===== config.mk =====
export PLATFORM = sky130hd
export DESIGN_NAME = muldiv_unit
export DESIGN_NICKNAME = d
export VERILOG_FILES = /design/src/rtl/muldiv_pkg.sv /design/src/rtl/muldiv_signfix.sv /design/src/rtl/muldiv_unit.sv
export SDC_FILE = /design/constraint.sdc
export NUM_CORES = 1
export LEC_CHECK = 0
export ABC_AREA = 1
export CAP_MARGIN = 20
export CORE_UTILIZATION = 50
export CTS_CLUSTER_DIAMETER = 30
export DETAILED_ROUTE_END_ITERATION = 16
export DONT_BUFFER_PORTS = 1
export GPL_TIMING_DRIVEN = 1
export PLACE_DENSITY_LB_ADDON = 0.15
export SLEW_MARGIN = 25
export SYNTH_ARGS = -nofsm -noshare
export SYNTH_HDL_FRONTEND = slang
export SYNTH_SLANG_ARGS = --single-unit

===== constraint.sdc =====
create_clock -name clk -period 3.2 [get_ports clk]
set_input_delay 0.16 -clock clk [delete_from_list [all_inputs] [get_ports clk]]
set_output_delay 0.16 -clock clk [all_outputs]
set_load 0.005 [all_outputs]

===== src/rtl/muldiv_pkg.sv =====
// Shared encodings for the iterative HI/LO multiply/divide unit.
// Operation codes match the op port; the low bit marks the signed variants.
package muldiv_pkg;

  localparam int WIDTH_DEF = 32;
  localparam int CNT_W_DEF = 6;

  typedef enum logic [1:0] {
    OP_MULTU = 2'b00,
    OP_MULT  = 2'b01,
    OP_DIVU  = 2'b10,
    OP_DIV   = 2'b11
  } op_t;

  typedef enum logic [1:0] {
    S_IDLE = 2'b00,
    S_MUL  = 2'b01,
    S_DIV  = 2'b10,
    S_FIX  = 2'b11
  } state_t;

  function automatic logic op_is_signed(input op_t o);
    return o[0];
  endfunction

  function automatic logic op_is_div(input op_t o);
    return o[1];
  endfunction

endpackage


===== src/rtl/muldiv_signfix.sv =====
// Conditional two's-complement negate: used to take magnitudes at capture
// and to restore signs on the product, quotient and remainder.
module muldiv_signfix #(
  parameter int W = 32
) (
  input  logic [W-1:0] value,
  input  logic         neg,
  output logic [W-1:0] result
);

  assign result = neg ? (~value + W'(1)) : value;

endmodule


===== src/rtl/muldiv_unit.sv =====
// Iterative multiply/divide unit holding HI/LO: one bit per clock on operand
// magnitudes, followed by a single sign-correction cycle that writes HI/LO.
module muldiv_unit
  import muldiv_pkg::*;
#(
  parameter int WIDTH = WIDTH_DEF,
  parameter int CNT_W = CNT_W_DEF
) (
  input  logic             clk,
  input  logic             rst_n,
  input  logic             start,
  input  logic [1:0]       op,
  input  logic [WIDTH-1:0] busA,
  input  logic [WIDTH-1:0] busB,
  input  logic             hi_wr,
  input  logic             lo_wr,
  input  logic [WIDTH-1:0] wdata,
  output logic             busy,
  output logic             done,
  output logic [WIDTH-1:0] hi,
  output logic [WIDTH-1:0] lo
);

  localparam logic [CNT_W-1:0] LAST_STEP = CNT_W'(WIDTH - 1);

  state_t             state_reg, state_next;
  op_t                op_reg;
  logic               neg_q_reg, neg_r_reg;
  logic [CNT_W-1:0]   counter_reg;
  logic [2*WIDTH-1:0] acc_reg;
  logic [WIDTH-1:0]   b_reg;
  logic [WIDTH-1:0]   hi_reg, lo_reg;
  logic               busy_reg, done_reg;

  // Capture-side decode and operand magnitudes
  op_t              op_in;
  logic             sgn_in, a_neg, b_neg;
  logic [WIDTH-1:0] mag_a, mag_b;

  assign op_in  = op_t'(op);
  assign sgn_in = op_is_signed(op_in);
  assign a_neg  = sgn_in & busA[WIDTH-1];
  assign b_neg  = sgn_in & busB[WIDTH-1];

  muldiv_signfix #(.W(WIDTH)) u_mag_a (.value(busA), .neg(a_neg), .result(mag_a));
  muldiv_signfix #(.W(WIDTH)) u_mag_b (.value(busB), .neg(b_neg), .result(mag_b));

  // Multiply step: acc = {partial product upper, remaining multiplier bits}
  logic [WIDTH:0]     mul_sum;
  logic [2*WIDTH-1:0] mul_acc;

  assign mul_sum = {1'b0, acc_reg[2*WIDTH-1:WIDTH]}
                 + (acc_reg[0] ? {1'b0, b_reg} : {(WIDTH+1){1'b0}});
  assign mul_acc = {mul_sum, acc_reg[WIDTH-1:1]};

  // Divide step: acc = {partial remainder, dividend bits / quotient bits}
  logic [WIDTH:0]     div_shift;
  logic               div_ge;
  logic [WIDTH-1:0]   div_diff;
  logic [2*WIDTH-1:0] div_acc;

  assign div_shift = {acc_reg[2*WIDTH-1:WIDTH], acc_reg[WIDTH-1]};
  assign div_ge    = div_shift >= {1'b0, b_reg};
  assign div_diff  = div_shift[WIDTH-1:0] - b_reg;
  assign div_acc   = {(div_ge ? div_diff : div_shift[WIDTH-1:0]),
                      acc_reg[WIDTH-2:0], div_ge};

  // Sign correction; a zero divisor keeps the all-ones quotient unsigned
  logic               div_by_zero;
  logic [2*WIDTH-1:0] prod_fix;
  logic [WIDTH-1:0]   quo_fix, rem_fix;

  assign div_by_zero = (b_reg == '0);

  muldiv_signfix #(.W(2*WIDTH)) u_fix_prod (
    .value(acc_reg), .neg(neg_q_reg), .result(prod_fix)
  );
  muldiv_signfix #(.W(WIDTH)) u_fix_quo (
    .value(acc_reg[WIDTH-1:0]), .neg(neg_q_reg & ~div_by_zero), .result(quo_fix)
  );
  muldiv_signfix #(.W(WIDTH)) u_fix_rem (
    .value(acc_reg[2*WIDTH-1:WIDTH]), .neg(neg_r_reg), .result(rem_fix)
  );

  always_comb begin
    state_next = state_reg;
    case (state_reg)
      S_IDLE:       if (start) state_next = op_is_div(op_in) ? S_DIV : S_MUL;
      S_MUL, S_DIV: if (counter_reg == LAST_STEP) state_next = S_FIX;
      S_FIX:        state_next = S_IDLE;
      default:      state_next = S_IDLE;
    endcase
  end

  always_ff @(posedge clk or negedge rst_n) begin
    if (!rst_n) begin
      state_reg <= S_IDLE;
      busy_reg  <= 1'b0;
      done_reg  <= 1'b0;
    end else begin
      state_reg <= state_next;
      busy_reg  <= (state_next != S_IDLE);
      done_reg  <= (state_reg == S_FIX);
    end
  end

  always_ff @(posedge clk or negedge rst_n) begin
    if (!rst_n) begin
      op_reg      <= OP_MULTU;
      neg_q_reg   <= 1'b0;
      neg_r_reg   <= 1'b0;
      counter_reg <= '0;
      acc_reg     <= '0;
      b_reg       <= '0;
      hi_reg      <= '0;
      lo_reg      <= '0;
    end else begin
      case (state_reg)
        S_IDLE: begin
          if (start) begin
            op_reg      <= op_in;
            neg_q_reg   <= a_neg ^ b_neg;
            neg_r_reg   <= a_neg;
            counter_reg <= '0;
            // Multiplier bits sit in the low half; the divisor is held in b_reg
            if (op_is_div(op_in)) begin
              acc_reg <= {{WIDTH{1'b0}}, mag_a};
              b_reg   <= mag_b;
            end else begin
              acc_reg <= {{WIDTH{1'b0}}, mag_b};
              b_reg   <= mag_a;
            end
          end else begin
            if (hi_wr) hi_reg <= wdata;
            if (lo_wr) lo_reg <= wdata;
          end
        end
        S_MUL: begin
          acc_reg     <= mul_acc;
          counter_reg <= counter_reg + CNT_W'(1);
        end
        S_DIV: begin
          acc_reg     <= div_acc;
          counter_reg <= counter_reg + CNT_W'(1);
        end
        S_FIX: begin
          if (op_is_div(op_reg)) begin
            hi_reg <= rem_fix;
            lo_reg <= quo_fix;
          end else begin
            hi_reg <= prod_fix[2*WIDTH-1:WIDTH];
            lo_reg <= prod_fix[WIDTH-1:0];
          end
        end
        default: ;
      endcase
    end
  end

  assign busy = busy_reg;
  assign done = done_reg;
  assign hi   = hi_reg;
  assign lo   = lo_reg;

endmodule


==> results.md, run 1 <==
Run status:
- The run finished, with violations left.
- The final reports fail on hold timing.

Clocking:
- The largest buffer count on any clock path is 2.
- The clock root buffer master is sky130_fd_sc_hd__clkbuf_16.
- The clock sink count is 173.
- The clock latency of the later-clocked register in the worst-skew pair is 0.46 ns.
- The clock-pin transition on the worst setup and hold timing paths is 0.08 ns.
- The number of setup buffers added after CTS is 0.
- The TritonCTS clock tree is done.
- In this run, post-CTS hold repair placed 40 buffers.
- Buffers inserted during clock tree synthesis total 17.
- The deepest level of the CTS H-tree is 4.
- The post-CTS resize count is 0.

Logic synthesis:
- The share of synthesized flip-flops with an asynchronous set or reset is 1.00.
- The top-area cell type share of the netlist area is 0.230.
- The post-synthesis instance area is 0.0188 sq mm.
- After synthesis the netlist holds a flip-flop and latch count of 173.
- After synthesis, the cell types taking the most area are sky130_fd_sc_hd__dfrtp_1, sky130_fd_sc_hd__nand2_1, sky130_fd_sc_hd__nand3_1.
- The number of enable-type register cells in the synthesized netlist is 0.
- The mean instance size in the synthesized netlist is 5.81 sq um.
- The synthesized netlist contains 50 unique library cells.
- The count of warnings emitted by yosys is 0.
- The instance count of the mapped netlist is 3,236.
- Counting every net in the synthesized netlist gives 3,414.
- Of the synthesized area, sequential elements account for 0.230.
- The largest total area in the synthesized netlist belongs to sky130_fd_sc_hd__dfrtp_1.
- In the synthesized netlist the dominant register cell turns out to be sky130_fd_sc_hd__dfrtp_1.

Timing:
- Setup repair after global routing left no endpoint under its margin.
- The count of endpoints failing setup in the final report is 0.
- The actual transition at the worst max-transition pin is 1.03 ns.
- The worst path needs 2.79 ns of the cycle, external delays included.
- The worst pin sits at a relative slew slack of 0.311.
- The final period utilization is 0.873.
- The total negative setup slack is 0 ns.
- Final hold analysis gives a worst-case slack of -0.612 ns.
- Across the routed clock network, the largest skew measured is 0.0116 ns.
- The number of max-slew violations in the final report was 0.
- The hold violation count in the final report is 173.
- The upper clock frequency limit is 358 MHz.

Worst setup path:
- The nature of the critical path startpoint is a flip-flop.
- STA puts the critical path data required time at 3.60 ns.
- The beginning of the worst register-to-register path is acc_reg[46]$_DFFE_PN0P_.
- Setup slack on the worst reg-to-reg path comes out at 0.41 ns.
- The cell repeated most along the worst path is sky130_fd_sc_hd__nand2_1.
- Data arrives at the worst endpoint at 3.20 ns.
- STA classifies the critical path endpoint as a flip-flop.
- The type of the worst setup path is reg2reg.
- The critical path goes through ha_1, nand2_1, nor2_1, nand2_1, nor2_2, nand3_1, nand3_2, nor2_4, nand2_4, nand2_1, nand2_1, nand2_1, nand2_1, nand2_1, nand2_1.
- For this design, the slowest cell found on the critical path is sky130_fd_sc_hd__dfrtp_1.
- The peak per-stage delay on the critical path is 0.52 ns.
- The endpoint identified for the worst register-to-register timing path is acc_reg[61]$_DFFE_PN0P_.
- The top fanout value on the critical path is 33.
- The cell count of the worst reg-to-reg path is 15.
- The beginning of the critical path is acc_reg[46]$_DFFE_PN0P_.

GRT:
- The number of antenna violations at the first check in global routing is 1.
- Global routing finished with a remaining overflow of 0.
- Entering global routing, the biggest net connects 174 pins.
- The number of global-route vias before repair is 20,600.
- For this run, the total global-route usage over all layers was measured as 0.421.
- The first global-routing pass estimated 122,000 um of wire.

Final layout:
- The multi-input combinational cells in the finished layout cover a total of 0.0125 sq mm.
- In the final layout, flip-flops and latches occupy 0.00433 sq mm.
- The area growth from synthesis to layout is 8.42%.
- The layout has 3,866 filler cells.
- The number of flip-flops in the largest register is 64.
- The number of diodes added for antenna fixing is 0.
- In the final layout, the share of cells above drive strength 1 is 0.0537.
- The net count of the finished layout is 3,424.

Drt:
- The via total after detailed routing is 22,500.
- The count of TritonRoute iterations in the first routing pass is 6.
- Dividing the detail-routed wire length by the instance count gives 21.9 um.
- For this run, design rule violations remaining after detail routing come to 0.
- Summed over all layers, the routed wires come to 81,500 um.
- After the first detailed-routing iteration, the DRC count stood at 2,892.
- Dividing the detail-routed via count by the number of cells gives 6.04.
- The detail route stage leaves a number of antenna-violating nets equal to 0.

Flow run:
- Max-cap violations in this run came to 0.

Floorplanning:
- The die covers 0.0384 sq mm.
- The overall die height is 196 um.
- The die outline width is 196 um.
- The I/O pin total is 169.
- After floorplanning, the core was divided into 70 placement rows.
- For this configuration, the core starts out at a cell density of 0.511.
- The core box area is 0.0368 sq mm.

Pwr:
- Across the VDD grid, the largest voltage drop is 0.496 mV.
- The cell leakage power is 0.0107 uW.
- The ratio of total power to cell area is 1070 mW/mm^2.

Placement:
- The final weighted congestion in routability-driven placement is 1.11.
- The final HPWL from detailed placement is 65,500 um.
- The number of buffers added on ports is 0.

Min path:
- The tightest min-delay check is of the in2async type.
-- routing by layer --
layer  track usage  share of wire  vias up
met5             0        0.00016        -
met4         0.211          0.054        2
met3        0.0930           0.11      240
met2         0.646           0.43     1455
met1         0.557           0.40    10400
li1              -              -    10500
-- placed cells by master (no fill, tap or decap), drive strengths merged, types with 4 or more instances in the layout --
| master | netlist | routed |
|---|---|---|
| nand2 | 1033 | 1033 |
| nor2 | 425 | 425 |
| inv | 408 | 413 |
| nand3 | 312 | 312 |
| a21oi | 192 | 192 |
| dfrtp | 173 | 173 |
| o21ai | 153 | 153 |
| ha | 73 | 73 |
| buf | 55 | 62 |
| xor2 | 52 | 52 |
| a22oi | 42 | 42 |
| nor3 | 41 | 41 |
| dlygate4sd3 | 0 | 40 |
| nand4 | 39 | 39 |
| o22ai | 31 | 31 |
| o211ai | 28 | 28 |
| xnor2 | 25 | 25 |
| clkbuf | 56 | 19 |
| nand3b | 18 | 18 |
| or2 | 14 | 14 |
| o221ai | 12 | 12 |
| a31oi | 11 | 11 |
| clkinv | 8 | 11 |
| and2 | 10 | 10 |
| o21a | 6 | 6 |
| a21o | 6 | 6 |
| clkinvlp | 0 | 4 |
-- stage by stage --
step	instance area (sq um)	setup WS [ns]	utilization	std cells	power [uW]
2_1_floorplan	18800	0.808	-	3236	14200
3_3_place_gp	19400	0.517	0.528	3655	18800
3_5_place_dp	19400	0.468	0.528	3655	18900
4_1_cts	20400	0.444	0.554	3727	21200
5_1_grt	20400	0.129	0.554	3727	23300
6_report	20400	0.407	0.554	3727	21800
-- Yosys cell counts, types with 25 or more instances --
cell type                  instances
sky130_fd_sc_hd__xnor2_1          25
sky130_fd_sc_hd__dfrtp_1         173
sky130_fd_sc_hd__nor2_1          402
sky130_fd_sc_hd__o21ai_0         142
sky130_fd_sc_hd__nand3_1         304
sky130_fd_sc_hd__a22oi_1          42
sky130_fd_sc_hd__nand4_1          39
sky130_fd_sc_hd__o211ai_1         28
sky130_fd_sc_hd__nand2_1        1019
sky130_fd_sc_hd__buf_2            35
sky130_fd_sc_hd__ha_1             73
sky130_fd_sc_hd__a21oi_1         189
sky130_fd_sc_hd__clkbuf_1         56
sky130_fd_sc_hd__nor3_1           38
sky130_fd_sc_hd__o22ai_1          31
sky130_fd_sc_hd__inv_1           395
sky130_fd_sc_hd__xor2_1           52
-- cell type report --
class                   instances  area share
flip-flops and latches        173       0.212
multi-input cells            2536       0.611
clock inverters                13     0.00632
clock buffers                  19      0.0217
inverters                     416      0.0766
repair buffers                102      0.0437
well taps                     468      0.0287
-- worst max-delay path, delay by kind of cell (launching register included) --
family	cells	cell delay, ns
flip-flops	1	0.52
adder cells (fa/ha/maj)	1	0.44
AND/OR/NAND/NOR	14	1.77
-- power by group --
group	switching, uW	total (uW)	internal [uW]
Sequential	1160	4300	3140
Combinational	10800	15300	4520
Clock	1030	2140	1110
-- logic make-up (layout without fill, tap and decap cells) --
logic type               after synthesis  count (layout)  share of synthesized area
AND/OR/NAND/NOR                     1896            1896                      0.426
XOR/XNOR                              77              77                     0.0359
buffers and inverters                527             550                      0.109
AO/OA/AOI/OAI                        488             488                      0.148
adder cells (fa/ha/maj)               75              75                     0.0507
flip-flops                           173             173                      0.230
-- how the worst max path moves through the flow --
stage | slack [ns] | to | cells past startpoint
2_1_floorplan | 0.81 | acc_reg[51]$_DFFE_PN0P_ | 20
3_3_place_gp | 0.52 | acc_reg[61]$_DFFE_PN0P_ | 15
3_5_place_dp | 0.47 | acc_reg[61]$_DFFE_PN0P_ | 15
4_1_cts | 0.44 | acc_reg[61]$_DFFE_PN0P_ | 15
5_1_grt | 0.13 | acc_reg[61]$_DFFE_PN0P_ | 15
6_report | 0.41 | acc_reg[61]$_DFFE_PN0P_ | 15
Power figures use the tool's default switching activity.
==> inputs of run 2 (changes only) <==
==> constraint.sdc (replaced) <==
create_clock -name clk -period 3.2 [get_ports clk]
set_input_delay 0.32 -clock clk [delete_from_list [all_inputs] [get_ports clk]]
set_output_delay 0.32 -clock clk [all_outputs]
set_load 0.005 [all_outputs]
==> results.md, run 2 (synthesized netlist as in run 1, its figures left out) <==
Drt:
- The iteration-0 DRC count of the detailed router is 3,027 (+4.7%).
- The count of TritonRoute iterations in the first routing pass is 9 (+3).
- The number of DRC violations after detailed routing is 0 (unchanged).
- The routed wire length is 80,500 um (-1.2%).
- After detailed routing, no signal wire sits above met5.
- The length of routed met3 wiring is 8930 um (-1.0%).
- The met2 routed wirelength is 34,800 um (-0.64%).
- The detailed-route vias per instance is 6.05 (about the same).
- The met1 wire length is 32,600 um (-0.92%).
- The routed wire length per instance is 21.8 um (about the same).
- The via total after detailed routing is 22,300 (-1.1%).
- The number of routed nets with antenna violations is 0 (unchanged).

Timing:
- The count of endpoints failing setup in the final report is 0 (unchanged).
- The total negative setup slack is 0 ns (unchanged).
- The actual transition at the worst max-transition pin is 1.01 ns (-0.0213 ns).
- The remaining max-slew budget at the tightest pin came to 0.325 (+0.0142).
- The worst setup margin was 0.365 ns (-0.0414 ns).
- The upper clock frequency limit is 353 MHz (-1.5%).
- The minimum hold slack is -0.444 ns (+0.168 ns).
- The final period utilization is 0.886 (+0.0129).
- The final critical delay including setup and external delays is 2.83 ns (+0.0414 ns).
- The hold violation count in the final report is 173 (unchanged).
- The worst clock skew is 0.0136 ns (+0.00197 ns).
- The number of max-slew violations in the final report is 0 (unchanged).
- Setup repair after global routing left no endpoint under its margin.

Final layout:
- The number of diodes added for antenna fixing is 0 (unchanged).
- The final cell utilization of the core is 0.544 (-0.0105).
- The library cell used most frequently in the layout, excluding fill and tap cells, is sky130_fd_sc_hd__nand2_1.
- The layout net count came to 3,384 (-1.2%).
- The relative area change from synthesis to final layout is 6.37%.
- The area of all placed cells without fillers was 0.0200 sq mm (-1.9%).
- The share of post-route cells with drive strength above 1 is 0.0544 (+0.000684).
- The number of inserted filler cells in the final layout is 3,894 (+0.72%).
- The number of flip-flops in the largest register is 64 (unchanged).
- The multi-input logic area came to 0.0125 sq mm (unchanged).
- The footprint of the flip-flops and latches is 0.00433 sq mm (unchanged).
- Leaving out fill and tap cells, the most frequent cells in the layout are sky130_fd_sc_hd__nand2_1, sky130_fd_sc_hd__nor2_1, sky130_fd_sc_hd__inv_1, sky130_fd_sc_hd__nand3_1, sky130_fd_sc_hd__a21oi_1.

Floorplanning:
- The core box area is 0.0368 sq mm (unchanged).
- The starting density of the core was 0.511 (unchanged).
- The I/O pin total came to 169 (unchanged).
- The area of the die is 0.0384 sq mm (unchanged).
- The overall die height was 196 um (unchanged).
- The die outline width is 196 um (unchanged).
- The total number of placement rows is 70 (unchanged).

Worst setup path:
- The nature of the critical path startpoint is a flip-flop.
- The worst endpoint required time came to 3.61 ns (about the same).
- The slowest cell on the critical path is sky130_fd_sc_hd__dfrtp_1.
- The critical path goes through ha_1, nand2_1, nor2_1, nand2_1, nor2_2, nand3_1, nand3_2, nor2_4, nand2_4, nand2_1, nand2_1, nand2_1, nand2_1, nand2_1, nand2_1.
- The endpoint arrival time on the critical path is 3.24 ns (+0.04 ns).
- The top fanout value on the critical path was 33 (unchanged).
- The most numerous cell type found on the critical path is sky130_fd_sc_hd__nand2_1.
- The type of the worst setup path is reg2reg.
- The element type at the critical path end is a flip-flop.
- The peak per-stage delay on the critical path came to 0.53 ns (about the same).

Placement:
- The area of placed instances came to 0.0194 sq mm (unchanged).
- The number of buffers added on ports is 0 (unchanged).
- The final HPWL from detailed placement is 65,500 um (about the same).
- The setup slack at placement is 0.459 ns (-0.00891 ns).
- The final weighted congestion in routability-driven placement is 1.11 (-0.16%).

Clocking:
- The clock-pin transition on the worst setup and hold timing paths is 0.08 ns (about the same).
- The clock latency of the later-clocked register in the worst-skew pair was 0.46 ns (about the same).
- The post-CTS resize count is 0 (unchanged).
- CTS placed an instance of sky130_fd_sc_hd__clkbuf_16 at the clock tree root.
- The buffers inserted during post-CTS setup optimization is 0 (unchanged).
- The clock sink count was 173 (unchanged).
- The total clock buffers created by CTS was 17 (unchanged).
- The largest buffer count on any clock path came to 2 (unchanged).
- The TritonCTS clock tree is done.
- The deepest level of the CTS H-tree is 4 (unchanged).

GRT:
- The final global-route overflow total came to 0 (unchanged).
- The first-pass GRT wire length is 121,000 um (-0.95%).
- The number of antenna violations at the first check in global routing came to 2 (+1).
- The maximum number of pins on one net before global-route repair is 174 (unchanged).
- The number of global-route vias before repair is 20,500 (-0.86%).
- The global-route usage over all layers is 0.416 (-0.00527).

Pwr:
- The ratio of total power to cell area is 1090 mW/mm^2 (+1.8%).
- The maximum vdd ir drop is 0.464 mV (-6.6%).
- The cell leakage power is 0.0106 uW (-1.5%).

Run status:
- The checks that failed: hold timing.
- The flow ran to the end, but the final reports show violations.

Min path:
- The path class of the tightest hold or removal check is in2async.

Flow run:
- The count of maximum capacitance violations is 0 (unchanged).
run 2: cell types whose count changed in the layout (fill, tap and decap cells not counted), sizes merged:
cell         previous run  this run
inv                   413       410
dlygate4sd3            40         0
clkbuf                 19        21
run 2: area by class of cell:
class                      count  share of cell area
timing repair buffer          62              0.0245
clock buffer                  21              0.0240
clock inverter                10             0.00532
inverter                     416              0.0781
sequential                   173               0.216
multi-input combinational   2536               0.622
tap                          468              0.0293
run 2: worst max-delay path: cells and delay by family, from the launching register on:
family,cells,cell delay [ns]
simple gates,14,1.80
flops,1,0.53
fa+ha+maj,1,0.45
run 2: report_power, final:
group	total (uW)	internal [uW]	switching [uW]	leakage, uW
clock	2190	1160	1020	0.000276
sequential	4300	3140	1160	0.00213
combinational	15300	4480	10800	0.00818
total	21700	8780	13000	0.0106
run 2: through the flow:
step | total power (uW) | instances
after floorplan | 14200 | 3236
after global placement | 18800 | 3655
after detailed placement | 18900 | 3655
after CTS | 21200 | 3686
after global routing | 23300 | 3686
final | 21700 | 3686
run 2: routing by layer:
layer,track usage,vias to the layer above
met3,0.0791,232
met4,0.198,4
met1,0.559,10300
met2,0.641,1398
met5,0,-
li1,-,10400
run 2: worst paths after layout:
path                                                 start                    endpoint  slack [ns]  cells after the start
max in group asynchronous                            rst_n       b_reg[20]$_DFFE_PN0P_        3.35                      0
worst min register to register  counter_reg[5]$_DFFE_PN0P_  counter_reg[5]$_DFFE_PN0P_        0.50                      1
worst max-delay path               acc_reg[46]$_DFFE_PN0P_     acc_reg[61]$_DFFE_PN0P_        0.37                     15
min in group clk                                  busB[31]       neg_q_reg$_DFFE_PN0P_        0.04                      1
worst max register to register     acc_reg[46]$_DFFE_PN0P_     acc_reg[61]$_DFFE_PN0P_        0.37                     15
worst min-delay path                                 rst_n          hi[25]$_DFFE_PN0P_       -0.44                      0
